<file path="src/rtl/paddle_input.sv">
// Paddle input conditioner: synchronises two raw pins into frame-stable move requests for the game stage.
// Button mode debounces and mutually excludes; quadrature mode accumulates encoder steps drained one per frame.
module paddle_input #(
  parameter int QUAD_MODE       = 0,
  parameter int DEBOUNCE_CYCLES = 250000,
  parameter int CNT_W           = 18,
  parameter int ACC_W           = 6
) (
  input  logic clk25,
  input  logic reset,
  input  logic button_left_raw,
  input  logic button_right_raw,
  input  logic frame_tick,
  output logic button_left,
  output logic button_right,
  output logic left_press,
  output logic right_press
);
  // bit 0 = left pin (encoder A), bit 1 = right pin (encoder B)
  logic [1:0] meta;
  logic [1:0] sync;
  logic [1:0] press;
  logic       mv_l;
  logic       mv_r;

  always_ff @(posedge clk25 or posedge reset) begin
    if (reset) begin
      meta <= '0;
      sync <= '0;
    end else begin
      meta <= {button_right_raw, button_left_raw};
      sync <= meta;
    end
  end

  generate
    if (QUAD_MODE == 0) begin : g_btn
      localparam logic [CNT_W-1:0] CNT_LAST = CNT_W'(DEBOUNCE_CYCLES - 1);
      logic [1:0]       stable;
      logic [CNT_W-1:0] cnt [2];

      always_ff @(posedge clk25 or posedge reset) begin
        if (reset) begin
          stable <= '0;
          press  <= '0;
          cnt[0] <= '0;
          cnt[1] <= '0;
        end else begin
          for (int i = 0; i < 2; i++) begin
            press[i] <= 1'b0;
            if (sync[i] == stable[i]) begin
              cnt[i] <= '0;
            end else if (cnt[i] == CNT_LAST) begin
              stable[i] <= sync[i];
              cnt[i]    <= '0;
              press[i]  <= sync[i];
            end else begin
              cnt[i] <= cnt[i] + 1'b1;
            end
          end
        end
      end

      // Both held cancels out so the paddle never gets contradictory requests
      always_ff @(posedge clk25 or posedge reset) begin
        if (reset) begin
          mv_l <= 1'b0;
          mv_r <= 1'b0;
        end else if (frame_tick) begin
          mv_l <= stable[0] & ~stable[1];
          mv_r <= stable[1] & ~stable[0];
        end
      end
    end else begin : g_quad
      localparam logic signed [ACC_W+1:0] SAT_HI = (ACC_W+2)'(2**(ACC_W-1) - 1);
      localparam logic signed [ACC_W+1:0] SAT_LO = -SAT_HI;
      logic [1:0]              ab;
      logic [1:0]              prev;
      logic [1:0]              pos_now;
      logic [1:0]              pos_prev;
      logic [1:0]              delta;
      logic [1:0]              step;
      logic [1:0]              drain;
      logic signed [ACC_W-1:0] acc;
      logic signed [ACC_W-1:0] acc_nxt;
      logic signed [ACC_W+1:0] sum;
      logic                    acc_pos;
      logic                    acc_neg;

      assign ab       = {sync[0], sync[1]};
      // Gray-to-binary gives the phase; a difference of 2 is an invalid double-bit jump
      assign pos_now  = {ab[1], ab[1] ^ ab[0]};
      assign pos_prev = {prev[1], prev[1] ^ prev[0]};
      assign delta    = pos_now - pos_prev;
      assign acc_neg  = acc[ACC_W-1];
      assign acc_pos  = ~acc[ACC_W-1] & (acc != '0);
      assign press    = '0;

      always_comb begin
        step    = 2'b00;
        drain   = 2'b00;
        sum     = '0;
        acc_nxt = acc;
        if (delta == 2'd1) begin
          step = 2'b01;
        end else if (delta == 2'd3) begin
          step = 2'b11;
        end
        if (frame_tick && acc_pos) begin
          drain = 2'b11;
        end else if (frame_tick && acc_neg) begin
          drain = 2'b01;
        end
        sum = {{2{acc[ACC_W-1]}}, acc} + {{ACC_W{step[1]}}, step}
            + {{ACC_W{drain[1]}}, drain};
        if (sum > SAT_HI) begin
          acc_nxt = SAT_HI[ACC_W-1:0];
        end else if (sum < SAT_LO) begin
          acc_nxt = SAT_LO[ACC_W-1:0];
        end else begin
          acc_nxt = sum[ACC_W-1:0];
        end
      end

      always_ff @(posedge clk25 or posedge reset) begin
        if (reset) begin
          prev <= '0;
          acc  <= '0;
          mv_l <= 1'b0;
          mv_r <= 1'b0;
        end else begin
          prev <= ab;
          acc  <= acc_nxt;
          if (frame_tick) begin
            mv_l <= acc_pos;
            mv_r <= acc_neg;
          end
        end
      end
    end
  endgenerate

  assign button_left  = mv_l;
  assign button_right = mv_r;
  assign left_press   = press[0];
  assign right_press  = press[1];
endmodule

</file>
<file path="config.mk">
export PLATFORM = sky130hd
export DESIGN_NAME = paddle_input
export DESIGN_NICKNAME = d
export VERILOG_FILES = /design/src/rtl/paddle_input.sv
export SDC_FILE = /design/constraint.sdc
export NUM_CORES = 1
export LEC_CHECK = 0
export ABC_AREA = 1
export CAP_MARGIN = 15
export CORE_ASPECT_RATIO = 0.7
export CORE_MARGIN = 5
export CORE_UTILIZATION = 30
export CTS_CLUSTER_SIZE = 10
export DETAILED_ROUTE_END_ITERATION = 10
export PLACE_DENSITY = 0.5
export SETUP_SLACK_MARGIN = 0.3
export SLEW_MARGIN = 20
export SYNTH_ARGS = -nofsm -noshare
export SYNTH_HDL_FRONTEND = slang
export SYNTH_SLANG_ARGS = --single-unit
</file>
<file path="constraint.sdc">
create_clock -name clk25 -period 2.38 [get_ports clk25]
set_input_delay 0.357 -clock clk25 [delete_from_list [all_inputs] [get_ports clk25]]
set_output_delay 0.357 -clock clk25 [all_outputs]
set_load 0.02 [all_outputs]
</file>
==> impl_metrics.csv <==
group,metric,value,unit
routing,wl,4790,um
worst_setup_path,arrival,1.23,ns
placement,dp_hpwl,3620,um
synth,synth-edff-count,0,
worst_setup_path,cp_num_buf_inv,1,
synth,synth_nets,305,
pwr,power_leakage,1.19,nW
routing,routedWlPerCell,11.5,um
clock_tree,cts.path.max_buffers,2,
routing,vias,1790,
floorplanning,die_w,117,um
clock_tree,cts_root_buf,"clkbuf_16",
synth,ys.warnings.count,0,
sta,rsz0062_at_grt,"false",
finish,multi_input_area,1130,um^2
synth,syn_area,2400,um^2
sta,slew-limit-headroom,61.0,%
run_status,status,"completed",
finish,diodes,0,
worst_setup_path,ff2ff_setup_slack,0.89,ns
pwr,fin_total_pwr,1.65,mW
sta,final_max_slew_viol_count,0,
worst_setup_path,crit_path_end_kind,"output port",
sta,fmax,0.631,GHz
routing,remaining_drc_errors,0,
global_route,track_usage,10.8,%
finish,drive_gt1_share,11.8,%
floorplanning,dieArea,9940,um^2
synth,ys_seq_area_share,47.9,%
synth,synth_top_flop_cell,"dfrtp_1",
clock_tree,cts_setup_buffers,0,
synth,async_flop_share,100,%
global_route,grt_overflow,0,
synth,synthTopCellsByCount,"72 x nor2_1, 60 x nand2_1, 46 x dfrtp_1, 32 x inv_1, 23 x nand3_1",
global_route,grt_max_degree,47,
sta,hold_ws,0.348,ns
sta,finalClockSkew,0.00370,ns
synth,ys_top_cells_by_area,"dfrtp_1 48%, nor2_1 11%, nand2_1 9.4%",
global_route,grt_pass1_vias,1778,
synth,synth_top_area_share,47.9,%
floorplanning,rows,27,
routing,viasPerCell,4.31,
finish,nNetsFinal,321,
worst_setup_path,ff2ff_path_depth,8,
floorplanning,floorplan.die.height,84.9,um
clock_tree,htree_levels,2,
clock_tree,clkLatencyLatePin,0.28,ns
pwr,powerDensity,593,nW/um^2
synth,ys_types,25,
sta,finalSetupViolations,0,
clock_tree,cts_tree,"done",
min_path,hold_class,"flop to flop",
clock_tree,clk_pin_slew,0.06,ns
floorplanning,core,7840,um^2
clock_tree,cts_buffers,5,
routing,drtIter0Drc,117,
routing,drtAntennaViolNets,0,
worst_setup_path,path_cells,"clkdlybuf4s50_1",
min_path,min_path_cells,0,
finish,regArea,1150,um^2
worst_setup_path,path_depth,1,
floorplanning,start_util,30.7,%
sta,fin_setup_tns,0,ns
synth,yosys.area.top_type,"dfrtp_1",
pwr,max-vdd-ir-drop,0.226,mV
worst_setup_path,critPathMaxStageDelay,0.60,ns
global_route,use_met3,2.35,%
finish,fillCellCount,811,
worst_setup_path,path_max_fanout,2,
finish,syn_to_final_growth,15.9,%
worst_setup_path,worstSetupPathType,"flop to output port",
routing,dr.pass1.iters,4,
global_route,grt_pass1_wl,8510,um
worst_setup_path,cp_slowest_cell,"clkdlybuf4s50_1",
placement,portBuffers,8,
global_route,grt_util_met2,15.1,%
synth,synth.most_common_cell,"nor2_1",
global_route,antenna_found_initial,0,
sta,hold_violations,0,
global_route,grt_use_met1,16.5,%
floorplanning,io_pins,9,
synth,avgSynthCellArea,8.07,um^2
clock_tree,cts_resized,0,
clock_tree,cts_num_sinks,46,
worst_setup_path,critPathRequiredTime,2.02,ns
finish,postLayoutCoreUtil,35.6,%
placement,gp_congestion,0.770,
sta,fin_crit_sh,66.6,%
clock_tree,holdBufCountCts,0,
global_route,grt-busiest-layer,"met1",
synth,ys_ff_latch,46,
sta,period_minus_slack,1.58,ns
worst_setup_path,path_delay_family,"buffers and inverters",
run,max_cap_viol_count,0,
synth,syn_inst,298,
worst_setup_path,critPathLaunchType,"flop",
sta,worstMarginPinSlew,0.585,ns
-- cells by family (layout without fill, tap and decap cells) --
family	count (synthesis)	in the layout	share of synthesized area (%)
simple gates	186	186	35.7
flops	46	46	47.9
buf+inv	34	50	5.31
xor+xnor	17	17	6.82
compound gates	12	12	2.81
fa+ha+maj	2	2	1.04
mux	1	1	0.468
-- layout by cell type, fill, tap and decap left out, types with 2 or more instances in the layout --
cell,count
nand3_1,23
xor2_1,11
ha_1,2
inv_2,3
nand2_4,3
clkbuf_16,5
a21oi_1,4
o21bai_1,3
nor3_1,3
nor2_1,72
dfrtp_1,46
xnor2_1,4
o21ai_0,5
nor2_4,6
nand4_1,3
inv_1,31
nand2_2,6
clkdlybuf4s50_1,8
nor2_2,6
nand2_1,60
-- registers in the layout, indices dropped and copies added, names as in the netlist --
register      cells
button_right      1
g_btn.cnt        36
press             2
sync              2
meta              2
button_left       1
g_btn.stable      2
-- stage by stage --
step                      cells  setup slack, ns  area, um^2
after floorplan             298            0.935        2400
after global placement      408            0.949        2620
after detailed placement    408            0.905        2620
after CTS                   415            0.780        2790
after global routing        415            0.750        2790
final                       415            0.796        2790
-- report_power, final --
part           switching (mW)  leakage (nW)  total, mW  internal, mW
sequential            0.00814         0.628      0.802         0.793
clock                   0.278        0.0829      0.797         0.518
combinational          0.0374         0.474     0.0554        0.0179
total                   0.324          1.19       1.65          1.33
-- path summary, 6_finish.rpt --
kind | startpoint | end
max in group asynchronous | reset | g_btn.cnt[7]
setup reg to reg | g_btn.cnt[0] | g_btn.cnt[16]
min in group asynchronous | reset | press[0]
hold reg to reg | meta[0] | sync[0]
hold / removal | meta[0] | sync[0]
setup / recovery | button_left | button_left
-- layer usage --
metal / share of wire, % / vias up / routed length (um)
li1: - / 949 / -
met5: 0 / - / 0
met1: 57 / 817 / 2720
met2: 38 / 19 / 1810
met4: 1.3 / 0 / 63
met3: 4.1 / 5 / 196
-- layout make-up --
cell class | count | area share [%]
clock inverters | 1 | 1.08
multi-input cells | 218 | 40.4
clock buffers | 6 | 4.98
repair buffers | 9 | 3.14
flip-flops and latches | 46 | 41.3
inverters | 34 | 4.58
well taps | 101 | 4.53
No activity file was read; power rests on OpenSTA's default activity.
